[src/rtl/detector_jogada.sv]
// detector_jogada -- input conditioning for the memory game.
//   Synchronises the four raw player buttons (two flops), debounces them and
//   turns every stable press into exactly one registered jogada code plus a
//   one-cycle jogada_feita strobe. The button pattern must be released before
//   another press can be accepted.
//
// Parameters
//   DEBOUNCE_CICLOS  consecutive equal synced samples to accept press/release (>=1)
//   TIMEOUT_CICLOS   idle cycles in ESPERA before timeout (timeout build only)
//
// Optional feature: define DETECTOR_JOGADA_TIMEOUT_EN to enable the inactivity
// timeout strobe; otherwise timeout is tied to 0.
//
// Ports
//   clock            in   rising-edge clock
//   reset            in   synchronous, active-high
//   habilita         in   1 = game is waiting for a move
//   limpa            in   synchronous clear of the jogada register
//   botoes[3:0]      in   raw asynchronous buttons, active-high
//   jogada[3:0]      out  last accepted pattern (multi-bit patterns kept as-is)
//   jogada_feita     out  one-cycle strobe, new jogada valid
//   jogada_invalida  out  one-cycle strobe with jogada_feita when >1 bit set
//   timeout          out  one-cycle inactivity strobe
//   db_estado[2:0]   out  FSM state code (ESPERA=0 FILTRA=1 EMITE=2 SOLTA=3)
module detector_jogada #(
  parameter int unsigned DEBOUNCE_CICLOS = 2,
  parameter int unsigned TIMEOUT_CICLOS  = 5000
) (
  input  logic       clock,
  input  logic       reset,
  input  logic       habilita,
  input  logic       limpa,
  input  logic [3:0] botoes,
  output logic [3:0] jogada,
  output logic       jogada_feita,
  output logic       jogada_invalida,
  output logic       timeout,
  output logic [2:0] db_estado
);

  localparam int unsigned    CNT_W   = $clog2(DEBOUNCE_CICLOS + 1);
  localparam logic [CNT_W:0] DEB_LIM = (CNT_W + 1)'(DEBOUNCE_CICLOS);

  typedef enum logic [1:0] {
    ESPERA = 2'd0,
    FILTRA = 2'd1,
    EMITE  = 2'd2,
    SOLTA  = 2'd3
  } estado_t;

  estado_t          r_estado, w_estado_prox;
  logic [3:0]       r_s1, r_s2;
  logic [3:0]       r_ref, w_ref_prox;
  logic [3:0]       r_jogada, w_jogada_prox;
  logic [CNT_W-1:0] r_cnt, w_cnt_prox;
  logic [CNT_W:0]   w_cnt_inc;
  logic             w_cnt_fim;
  logic [CNT_W-1:0] w_cnt_sat;

  // Counter increment is computed one bit wider so the limit compare cannot
  // wrap; the stored value saturates at DEBOUNCE_CICLOS.
  assign w_cnt_inc = {1'b0, r_cnt} + (CNT_W + 1)'(1);
  assign w_cnt_fim = (w_cnt_inc >= DEB_LIM);
  assign w_cnt_sat = w_cnt_fim ? CNT_W'(DEBOUNCE_CICLOS) : w_cnt_inc[CNT_W-1:0];

  always_ff @(posedge clock) begin
    if (reset) begin
      r_s1 <= '0;
      r_s2 <= '0;
    end else begin
      r_s1 <= botoes;
      r_s2 <= r_s1;
    end
  end

  always_ff @(posedge clock) begin
    if (reset) begin
      r_estado <= ESPERA;
      r_ref    <= '0;
      r_cnt    <= '0;
      r_jogada <= '0;
    end else begin
      r_estado <= w_estado_prox;
      r_ref    <= w_ref_prox;
      r_cnt    <= w_cnt_prox;
      r_jogada <= w_jogada_prox;
    end
  end

  always_comb begin
    w_estado_prox = r_estado;
    w_ref_prox    = r_ref;
    w_cnt_prox    = r_cnt;
    // limpa clears the register unless the EMITE load below overrides it.
    w_jogada_prox = limpa ? '0 : r_jogada;

    case (r_estado)
      ESPERA: begin
        if (!habilita) begin
          w_estado_prox = SOLTA;
          w_cnt_prox    = '0;
        end else if (r_s2 != '0) begin
          w_estado_prox = FILTRA;
          w_ref_prox    = r_s2;
          w_cnt_prox    = CNT_W'(1);
        end
      end
      FILTRA: begin
        if (!habilita) begin
          w_estado_prox = SOLTA;
          w_cnt_prox    = '0;
        end else if (r_s2 == '0) begin
          w_estado_prox = ESPERA;
          w_cnt_prox    = '0;
        end else if (r_s2 != r_ref) begin
          w_ref_prox = r_s2;
          w_cnt_prox = CNT_W'(1);
        end else begin
          w_cnt_prox = w_cnt_sat;
          if (w_cnt_fim) begin
            w_estado_prox = EMITE;
            w_jogada_prox = r_ref;
          end
        end
      end
      EMITE: begin
        w_estado_prox = SOLTA;
        w_cnt_prox    = '0;
      end
      SOLTA: begin
        // Any non-zero pattern restarts the release count, so changes while
        // held never produce another strobe.
        if (r_s2 != '0) begin
          w_cnt_prox = '0;
        end else if (w_cnt_fim) begin
          w_estado_prox = ESPERA;
          w_cnt_prox    = '0;
        end else begin
          w_cnt_prox = w_cnt_sat;
        end
      end
      default: begin
        w_estado_prox = ESPERA;
        w_cnt_prox    = '0;
      end
    endcase
  end

  assign jogada          = r_jogada;
  assign jogada_feita    = (r_estado == EMITE);
  // More than one bit set <=> clearing the lowest set bit leaves something.
  assign jogada_invalida = jogada_feita && ((r_jogada & (r_jogada - 4'd1)) != 4'd0);
  assign db_estado       = {1'b0, r_estado};

`ifdef DETECTOR_JOGADA_TIMEOUT_EN
  localparam int unsigned   TO_W     = $clog2(TIMEOUT_CICLOS + 1);
  localparam logic [TO_W-1:0] TO_LIM   = TO_W'(TIMEOUT_CICLOS);
  localparam logic [TO_W-1:0] TO_ANTES = TO_W'(TIMEOUT_CICLOS - 1);

  logic [TO_W-1:0] r_ocioso;
  logic            r_timeout;
  logic            w_aguardando;

  assign w_aguardando = (r_estado == ESPERA) && habilita;

  always_ff @(posedge clock) begin
    if (reset) begin
      r_ocioso  <= '0;
      r_timeout <= 1'b0;
    end else begin
      // Strobe on the edge the counter reaches the limit; it then holds there.
      r_timeout <= w_aguardando && (r_ocioso == TO_ANTES);
      if (!w_aguardando) begin
        r_ocioso <= '0;
      end else if (r_ocioso != TO_LIM) begin
        r_ocioso <= r_ocioso + TO_W'(1);
      end
    end
  end

  assign timeout = r_timeout;
`else
  // TIMEOUT_CICLOS stays in the parameter list so both builds share one interface.
  assign timeout = 1'b0 & (TIMEOUT_CICLOS == 0);
`endif

endmodule
[config.mk]
export PLATFORM = sky130hd
export DESIGN_NAME = detector_jogada
export DESIGN_NICKNAME = d
export VERILOG_FILES = /design/src/rtl/detector_jogada.sv
export SDC_FILE = /design/constraint.sdc
export NUM_CORES = 1
export LEC_CHECK = 0
export ABC_AREA = 1
export BUFFER_PORTS_ARGS = -buffer_cell sky130_fd_sc_hd__buf_4
export CAP_MARGIN = 20
export CORE_MARGIN = 1
export CORE_UTILIZATION = 40
export CTS_CLUSTER_DIAMETER = 120
export DETAILED_ROUTE_END_ITERATION = 10
export PLACE_DENSITY_LB_ADDON = 0.05
export SLEW_MARGIN = 20
export SYNTH_ARGS = -nofsm -noshare
export SYNTH_HDL_FRONTEND = slang
export SYNTH_SLANG_ARGS = --single-unit
[constraint.sdc]
create_clock -name clock -period 3.6 [get_ports clock]
set_input_delay 0.36 -clock clock [delete_from_list [all_inputs] [get_ports clock]]
set_output_delay 0.36 -clock clock [all_outputs]
set_load 0.02 [all_outputs]
==> metrics.txt, run 1 <==
DIE AREA 2730 sq um; result of the run finished, final reports clean; count of antenna diodes in the layout 0; worst min-delay path category in -> reg; final cycle utilization of the critical path 48.9%; post-CTS resize count 0; endpoint class of the critical path output pin; area used by multi-input combinational logic 469 sq um; Iter 0 DRT Violations 21; Die W around 52 um; area leader, netlist sky130_fd_sc_hd__dfxtp_1; post-synthesis cell count 147; largest driver fanout on the critical path 5; Seq/Total Area, Yosys 39.6%; Synth-to-Final Area Change 17.9%; CTS sink count 20; LEAKAGE 0.576 nW; gr ovfl total 0; Post-DRT Antenna Nets 0; core area 2300 sq um; max-cap viol count 0; half-perimeter wire length after detailed placement 1.36 mm; utilization after layout 51.9%; Fillers 255; f_max 568 MHz; Sw Ratio 28.8%; gpl congestion 0.778; average instance area after synthesis between 6 and 7 sq um; maximum level of the CTS H-tree 1; global-route total usage across every layer roughly 16%; Final Hold Vio Count 0; mean number of vias per cell approximately 4.5; wire length per cell after detailed routing 9.02 um; post-layout power between 0.0005 and 0.0006 W; cell internal power dissipation around 0.00039 W; clock edge transition at the registers on the reported setup and hold paths 0.12 ns; final-stage net count 172; maximum number of pins on one net before global-route repair 17; initial antenna violation count 0; synthesis-stage register bit count 20; clock period minus worst slack 1.76 ns; FP Rows 17; port bufs 15; post-synth cell types 18; root buf cell sky130_fd_sc_hd__clkbuf_4; drt drc 0; number of iterations in the first detailed-routing pass 4; wire length of the first global-routing pass ~3.2 mm; sum of routed wire segments on met1 around 820 um; met3 layer wire length in the routed design 79 um; post-synthesis instance area 1010 sq um; kind of critical path reg -> out; largest cells by area after synthesis sky130_fd_sc_hd__dfxtp_1 (40%), sky130_fd_sc_hd__nand2_1 (11%), sky130_fd_sc_hd__inv_1 (10%), sky130_fd_sc_hd__nor2_1 (8.2%), sky130_fd_sc_hd__nand3_1 (5.0%); Yosys Warn Count 0; initial cell density of the core 44.0%; signal arrival time at the worst endpoint 1.40 ns; critical path required time 3.24 ns; IR drop worst, VDD ~0.00036 V; total power density per cell area 456 nW/um^2; chip height around 52 um; Met2 Routed Length 809 um; final-layout setup total negative slack 0 ns; DR top layer met4; CTS tree yes; clk_skew 0.00167 ns; Bufs on Longest Clock Path 2; detailed-route via count 865; part of the power in the clock network 34.4%; final routed wirelength across all metal layers approximately 1.7 mm; switching power total 0.000156 W; area share of the leading cell type in the synthesized netlist ~40%; fraction of power consumed by sequential logic roughly 45%; number of global-route vias before repair 774; count of buffers added by post-CTS timing repair for setup 0; RSZ-0062 raised after global routing no; number of top-level design ports 18; final slew viol count 0; # hold bufs at CTS 0; clock insertion delay at the later pin of the skew report 0.31 ns; fraction of layout cells with a size suffix above 1 24.5%; category of the worst setup path launch point register; setup-violating endpoint count in the final report 0; Register Area ~400 sq um; part of the power in combinational logic about a fifth; TritonCTS buffer count 3
[cells by family (layout without fill, tap and decap cells)]
kind of cell | Yosys count | in the layout | share of synthesized area [%]
compound gates | 12 | 12 | 6.56
buf+inv | 36 | 51 | 14.4
flops | 20 | 20 | 39.6
other cells | 1 | 2 | 0.371
simple gates | 78 | 78 | 39.1
[state kept, by name (all words and copies together) (netlist names)]
name,flops
jogada,4
r_cnt,2
r_estado,2
r_ref,4
r_s1,4
r_s2,4
[layer usage]
metal  vias up  GRT usage [%]
met3         2           6.09
li1        464              -
met2        20           27.8
met5         -              0
met1       379           17.8
met4         0           5.26
[final cells by class]
type                    instances  area share [%]
multi-input cells              92            39.3
repair buffers                 15            9.44
well taps                      28            2.94
clock inverters                 1            2.52
inverters                      32            10.3
clock buffers                   3            1.89
flip-flops and latches         20            33.6
[path summary, 6_finish.rpt]
kind / startpoint / endpoint / slack (ns) / cells after the start
max: r_estado[1]$_SDFFE_PP0P_ / jogada_invalida / 1.84 / 5
min: botoes[3] / r_s1[3]$_SDFF_PP0_ / 0.24 / 3
max reg2reg: r_s2[0]$_SDFF_PP0_ / jogada[1]$_SDFF_PP0_ / 2.34 / 8
min reg2reg: r_s1[3]$_SDFF_PP0_ / r_s2[3]$_SDFF_PP0_ / 0.41 / 2
[power by group through the flow]
stage,Sequential [W],Clock (W),Combinational (W)
2_1_floorplan,0.000256,0,0.0000793
3_3_place_gp,0.000251,0,0.000111
3_5_place_dp,0.000252,0,0.000112
4_1_cts,0.000247,0.000190,0.000112
5_1_grt,0.000249,0.000202,0.000125
6_report,0.000246,0.000187,0.000111
[critical path: stages, from the launching register on]
cell	delay, ns
sky130_fd_sc_hd__dfxtp_1	0.50
sky130_fd_sc_hd__inv_1	0.09
sky130_fd_sc_hd__nor2_1	0.14
sky130_fd_sc_hd__nand2_1	0.07
sky130_fd_sc_hd__a31oi_1	0.13
sky130_fd_sc_hd__buf_4	0.16
[cells in the final DEF, fill, tap and decap left out]
master                       n
sky130_fd_sc_hd__nand2_2     3
sky130_fd_sc_hd__conb_1      2
sky130_fd_sc_hd__inv_1      28
sky130_fd_sc_hd__nor2_1     22
sky130_fd_sc_hd__a21oi_1     9
sky130_fd_sc_hd__nor2_2      7
sky130_fd_sc_hd__buf_4      15
sky130_fd_sc_hd__dfxtp_1    20
sky130_fd_sc_hd__a31oi_1     1
sky130_fd_sc_hd__clkbuf_4    3
sky130_fd_sc_hd__o211ai_1    2
sky130_fd_sc_hd__nand2_4     1
sky130_fd_sc_hd__nand2_1    29
sky130_fd_sc_hd__inv_2       2
sky130_fd_sc_hd__nor2_8      2
sky130_fd_sc_hd__nand3_1    10
sky130_fd_sc_hd__nand3_2     4
sky130_fd_sc_hd__clkinv_2    2
sky130_fd_sc_hd__bufinv_16   1
[per-stage QoR]
stage | hold WS [ns] | area, sq um | setup WS, ns | cells
floorplan | 0.388 | 1010 | 1.76 | 148
global placement | 0.389 | 1140 | 2.20 | 187
detailed placement | 0.395 | 1140 | 2.17 | 187
CTS | 0.238 | 1190 | 1.82 | 191
global route | 0.227 | 1190 | 1.72 | 191
finish | 0.242 | 1190 | 1.84 | 191
[synthesized netlist by cell type]
master,count
sky130_fd_sc_hd__a21oi_1,9
sky130_fd_sc_hd__a31oi_1,1
sky130_fd_sc_hd__buf_4,2
sky130_fd_sc_hd__clkbuf_1,2
sky130_fd_sc_hd__clkinv_2,2
sky130_fd_sc_hd__conb_1,1
sky130_fd_sc_hd__dfxtp_1,20
sky130_fd_sc_hd__inv_1,28
sky130_fd_sc_hd__inv_2,2
sky130_fd_sc_hd__nand2_1,29
sky130_fd_sc_hd__nand2_2,3
sky130_fd_sc_hd__nand2_4,1
sky130_fd_sc_hd__nand3_1,10
sky130_fd_sc_hd__nand3_2,4
sky130_fd_sc_hd__nor2_1,22
sky130_fd_sc_hd__nor2_2,7
sky130_fd_sc_hd__nor2_8,2
sky130_fd_sc_hd__o211ai_1,2
Note: power is estimated with default switching activity, not from simulation.
==> inputs of run 2 (changes only) <==
==> constraint.sdc (replaced) <==
create_clock -name clock -period 1.8 [get_ports clock]
set_input_delay 0.18 -clock clock [delete_from_list [all_inputs] [get_ports clock]]
set_output_delay 0.18 -clock clock [all_outputs]
set_load 0.02 [all_outputs]
==> run 2 against run 1 <==
  * Final cell count stayed put
  * Critical path depth stayed put
  * Worst setup slack lost 1.6 ns
  * Routed wire length increased by 3.0%
  * Die area stayed put
  * Clock skew grew 0.0011 ns
  * Total power up 99%
  * Via count is 0.23% higher
  * Critical path type unchanged
  * Sequential share of layout area unchanged
  * Sequential power up 100%
  * Clock power is 95% higher
==> metrics.txt, run 2 (same netlist as run 1, synthesis figures left out) <==
TritonCTS buffer count 3; number of cells after detailed placement 187; total power density per cell area 907 nW/um^2; core area 2300 sq um; fraction of layout cells with a size suffix above 1 about a quarter; clock period minus worst slack 1.60 ns; Final Hold Vio Count 0; most common library cell in the layout ignoring fill and taps sky130_fd_sc_hd__nand2_1; detailed-route via count between 800 and 900; mean number of vias per cell 4.54; number of iterations in the first detailed-routing pass 6; critical path required time ~1.6 ns; IR drop worst, VDD 0.000796 V; count of antenna diodes in the layout 0; setup-violating endpoint count in the final report 0; endpoint class of the critical path output pin; final hold slack 0.0675 ns; gpl congestion 0.795; RSZ-0062 raised after global routing no; port bufs 15; final design area excluding fillers 1190 sq um; final-layout setup total negative slack 0 ns; final-stage net count 172; maximum number of pins on one net before global-route repair 17; FP Rows 17; maximum level of the CTS H-tree 1; count of buffers added by post-CTS timing repair for setup 0; result of the run finished, final reports clean; category of the worst setup path launch point register; initial cell density of the core 44.0%; root buf cell sky130_fd_sc_hd__clkbuf_4; wire length of the first global-routing pass 3.11 mm; Fillers 229; signal arrival time at the worst endpoint roughly 1.4 ns; clk_skew 0.00273 ns; LEAKAGE 0.576 nW; Post-DRT Antenna Nets 0; CTS tree yes; half-perimeter wire length after detailed placement between 1 and 1.5 mm; Iter 0 DRT Violations 8; Die W between 50 and 60 um; global-route total usage across every layer 15.9%; number of top-level design ports 18; final routed wirelength across all metal layers 1.77 mm; area used by multi-input combinational logic 469 sq um; dpl cell area 1140 sq um; clock edge transition at the registers on the reported setup and hold paths 0.11 ns; # hold bufs at CTS 0; kind of critical path reg -> out; gr ovfl total 0; drt drc 0; setup slack after placement between 0.5 and 0.6 ns; number of global-route vias before repair a little under 800; clock insertion delay at the later pin of the skew report approximately 0.3 ns; max-cap viol count 0; cell chain of the critical path inv_1 -> nor2_1 -> nand2_1 -> a31oi_1 -> buf_4; count of placed standard cells in the final layout, fillers left out 191; Register Area 400 sq um; wire length per cell after detailed routing roughly 9.3 um; delay of the slowest cell on the worst path 0.50 ns; post-CTS resize count 0; largest driver fanout on the critical path 5; critical path's slowest cell sky130_fd_sc_hd__dfxtp_1; f_max approximately 620 MHz; Synth-to-Final Area Change 17.9%; worst min-delay path category in -> reg; initial antenna violation count 0; commonest non-fill, non-tap cells in the layout sky130_fd_sc_hd__nand2_1 (29), sky130_fd_sc_hd__inv_1 (28), sky130_fd_sc_hd__nor2_1 (22); final slew viol count 0; final cycle utilization of the critical path about nine tenths; DIE AREA 2730 sq um; minimum setup slack in the final design a little under 0.2 ns; Bufs on Longest Clock Path 2; chip height around 52 um; CTS sink count 20
==> run 2: cell counts in the layout (fill, tap and decap cells not counted) <==
Identical to the previous run, type by type.
==> run 2: worst max-delay path, delay by kind of cell (launching register included) <==
family | cells | cell delay (ns)
and+or+nand+nor | 2 | 0.23
buffers and inverters | 2 | 0.25
AOI/OAI and AO/OA | 1 | 0.14
DFF | 1 | 0.50
==> run 2: area by class of cell <==
class	instances	share of cell area, %
clock inverters	1	2.52
repair buffers	15	9.44
clock buffers	3	1.89
inverters	32	10.3
well taps	28	2.94
multi-input cells	92	39.3
flip-flops and latches	20	33.6
==> run 2: stage by stage <==
step	utilization [%]	power (W)
2_1_floorplan	-	0.000670
3_3_place_gp	49.6	0.000726
3_5_place_dp	49.6	0.000728
4_1_cts	51.9	0.00110
5_1_grt	51.9	0.00115
6_report	51.9	0.00108
==> run 2: per-layer routing <==
layer | track usage, % | share of wire, %
met3 | 6.09 | 4.7
met1 | 17.3 | 46
met2 | 28.0 | 48
met5 | 0 | 0
met4 | 5.26 | 0.96
==> run 2: where the power goes <==
part           internal [W]  switching (W)
sequential         0.000467      0.0000259
clock              0.000225       0.000139
combinational     0.0000828       0.000141
==> run 2: final timing paths <==
| check | start | slack, ns | to | depth (start not counted) |
|---|---|---|---|---|
| worst max-delay path | r_estado[1]$_SDFFE_PP0P_ | 0.20 | jogada_invalida | 5 |
| worst min-delay path | botoes[2] | 0.07 | r_s1[2]$_SDFF_PP0_ | 3 |
| worst max register to register | r_s2[0]$_SDFF_PP0_ | 0.53 | jogada[1]$_SDFF_PP0_ | 8 |
| worst min register to register | r_s1[3]$_SDFF_PP0_ | 0.41 | r_s2[3]$_SDFF_PP0_ | 2 |
==> inputs of run 3 (changes only) <==
--- a/config.mk
+++ b/config.mk
@@ -8,7 +8,7 @@
 export ABC_AREA = 1
 export BUFFER_PORTS_ARGS = -buffer_cell sky130_fd_sc_hd__buf_4
 export CAP_MARGIN = 20
-export CORE_MARGIN = 1
+export CORE_MARGIN = 2
 export CORE_UTILIZATION = 40
 export CTS_CLUSTER_DIAMETER = 120
 export DETAILED_ROUTE_END_ITERATION = 10
==> run 3 against run 2 <==
  * Design area is 1.2% lower
  * Utilization is 3.4 points lower
  * Register-to-register slack better by 0.02 ns
  * Routed wire length is 4.9% higher
  * Via count is 0.46% higher
  * Hold slack better by 0.0040 ns
  * Sequential cell count stayed put
  * Non-clock buffer count stayed put
  * Clock power is 29% lower
  * Sequential power hardly changed
==> metrics.txt, run 3 (same netlist as run 1, synthesis figures left out) <==
result of the run finished, final reports clean; number of top-level design ports 18; Die W roughly 54 um; port bufs 15; part of the power in the clock network 26.4%; initial cell density of the core between 40% and 50%; maximum number of pins on one net before global-route repair 17; final cycle utilization of the critical path 89.3%; wire length per cell after detailed routing 9.64 um; final slew viol count 0; core area 2430 sq um; chip height 54.3 um; signal arrival time at the worst endpoint 1.43 ns; detailed-route via count 871; global-route total usage across every layer approximately 15%; critical path's slowest cell sky130_fd_sc_hd__dfxtp_1; fraction of power consumed by sequential logic 50.7%; part of the power in combinational logic 22.9%; Iter 0 DRT Violations 6; root buf cell sky130_fd_sc_hd__clkbuf_4; IR drop worst, VDD approximately 0.00051 V; number of global-route vias before repair 787; maximum level of the CTS H-tree 1; count of buffers added by post-CTS timing repair for setup 0; Fillers about 260; f_max roughly 620 MHz; Bufs on Longest Clock Path 2; final hold slack 0.0715 ns; TritonCTS buffer count 3; max-cap viol count 0; count of antenna diodes in the layout 0; number of iterations in the first detailed-routing pass 4; clock period minus worst slack 1.61 ns; clock edge transition at the registers on the reported setup and hold paths 0.11 ns; setup slack after placement 0.501 ns; half-perimeter wire length after detailed placement 1.54 mm; # hold bufs at CTS 0; CTS sink count 20; most common library cell in the layout ignoring fill and taps sky130_fd_sc_hd__nand2_1; FP Rows 18; final-stage net count roughly 170; Top Usage Layer GRT met2; kind of critical path reg -> out; CTS tree yes; fraction of met3 tracks used by global routing about 3.3%; Sw Ratio 30.8%; fraction of layout cells with a size suffix above 1 24.5%; endpoint class of the critical path output pin; clk_skew around 0.0075 ns; number of cells after detailed placement 189; switching power total 0.000300 W; delay of the slowest cell on the worst path 0.51 ns; setup-violating endpoint count in the final report 0; routing usage on met1 16.3%; Final Hold Vio Count 0; minimum setup slack in the final design 0.193 ns; gr ovfl total 0; category of the worst setup path launch point register; cell chain of the critical path inv_1 -> nor2_1 -> nand2_1 -> a31oi_1 -> buf_4; initial antenna violation count 0; total power density per cell area roughly 830 nW/um^2; Synth-to-Final Area Change 16.6%; post-CTS resize count 0; critical path required time 1.62 ns; count of placed standard cells in the final layout, fillers left out 193; LEAKAGE 0.569 nW; drt drc 0; DIE AREA 2950 sq um; wire length of the first global-routing pass 3.13 mm; utilization after layout 48.5%; met2 Resource Use GR 26.7%; gpl congestion 0.783; mean number of vias per cell between 4 and 5; commonest non-fill, non-tap cells in the layout sky130_fd_sc_hd__nand2_1 (29), sky130_fd_sc_hd__inv_1 (28), sky130_fd_sc_hd__nor2_1 (22); cell internal power dissipation between 0.0006 and 0.0007 W; final routed wirelength across all metal layers 1.86 mm; Post-DRT Antenna Nets 0; worst min-delay path category in -> reg; clock insertion delay at the later pin of the skew report 0.30 ns; largest driver fanout on the critical path 5; final-layout setup total negative slack 0 ns; RSZ-0062 raised after global routing no
-- run 3: cell type report --
cell class	count	area (sq um)	area share (%)
multi-input combinational	92	469	39.8
sequential	20	400	34.0
inverter	32	123	10.4
timing repair buffer	15	113	9.55
tap	30	37.5	3.18
clock buffer	4	36.3	3.08
-- run 3: final timing paths --
check | slack (ns) | from | end | cells after the start
max | 0.19 | r_estado[1]$_SDFFE_PP0P_ | jogada_invalida | 5
min | 0.07 | botoes[1] | r_s1[1]$_SDFF_PP0_ | 3
max reg2reg | 0.55 | r_s2[0]$_SDFF_PP0_ | jogada[2]$_SDFF_PP0_ | 8
min reg2reg | 0.41 | r_s1[3]$_SDFF_PP0_ | r_s2[3]$_SDFF_PP0_ | 2
-- run 3: per-stage QoR --
stage / area (sq um) / power, W
after floorplan: 1010 / 0.000670
after global placement: 1140 / 0.000727
after detailed placement: 1140 / 0.000731
after CTS: 1180 / 0.000994
after global routing: 1180 / 0.00104
final: 1180 / 0.000973
-- run 3: power groups by stage --
stage	logic, W	registers, W	clock network, W
floorplan	0.000159	0.000511	0
global placement	0.000224	0.000503	0
detailed placement	0.000226	0.000505	0
CTS	0.000227	0.000495	0.000273
global route	0.000250	0.000497	0.000292
finish	0.000223	0.000494	0.000257
-- run 3: layer usage --
metal  vias to the layer above  part of all wire [%]
li1                        465                     -
met1                       385                    42
met2                        17                    52
met3                         4                   4.2
met4                         0                   1.8
met5                         -                     0
-- run 3: critical path, delay by kind of cell (launching register included) --
kind	cells	cell delay, ns
compound gates	1	0.14
buf+inv	2	0.26
flops	1	0.51
simple gates	2	0.23
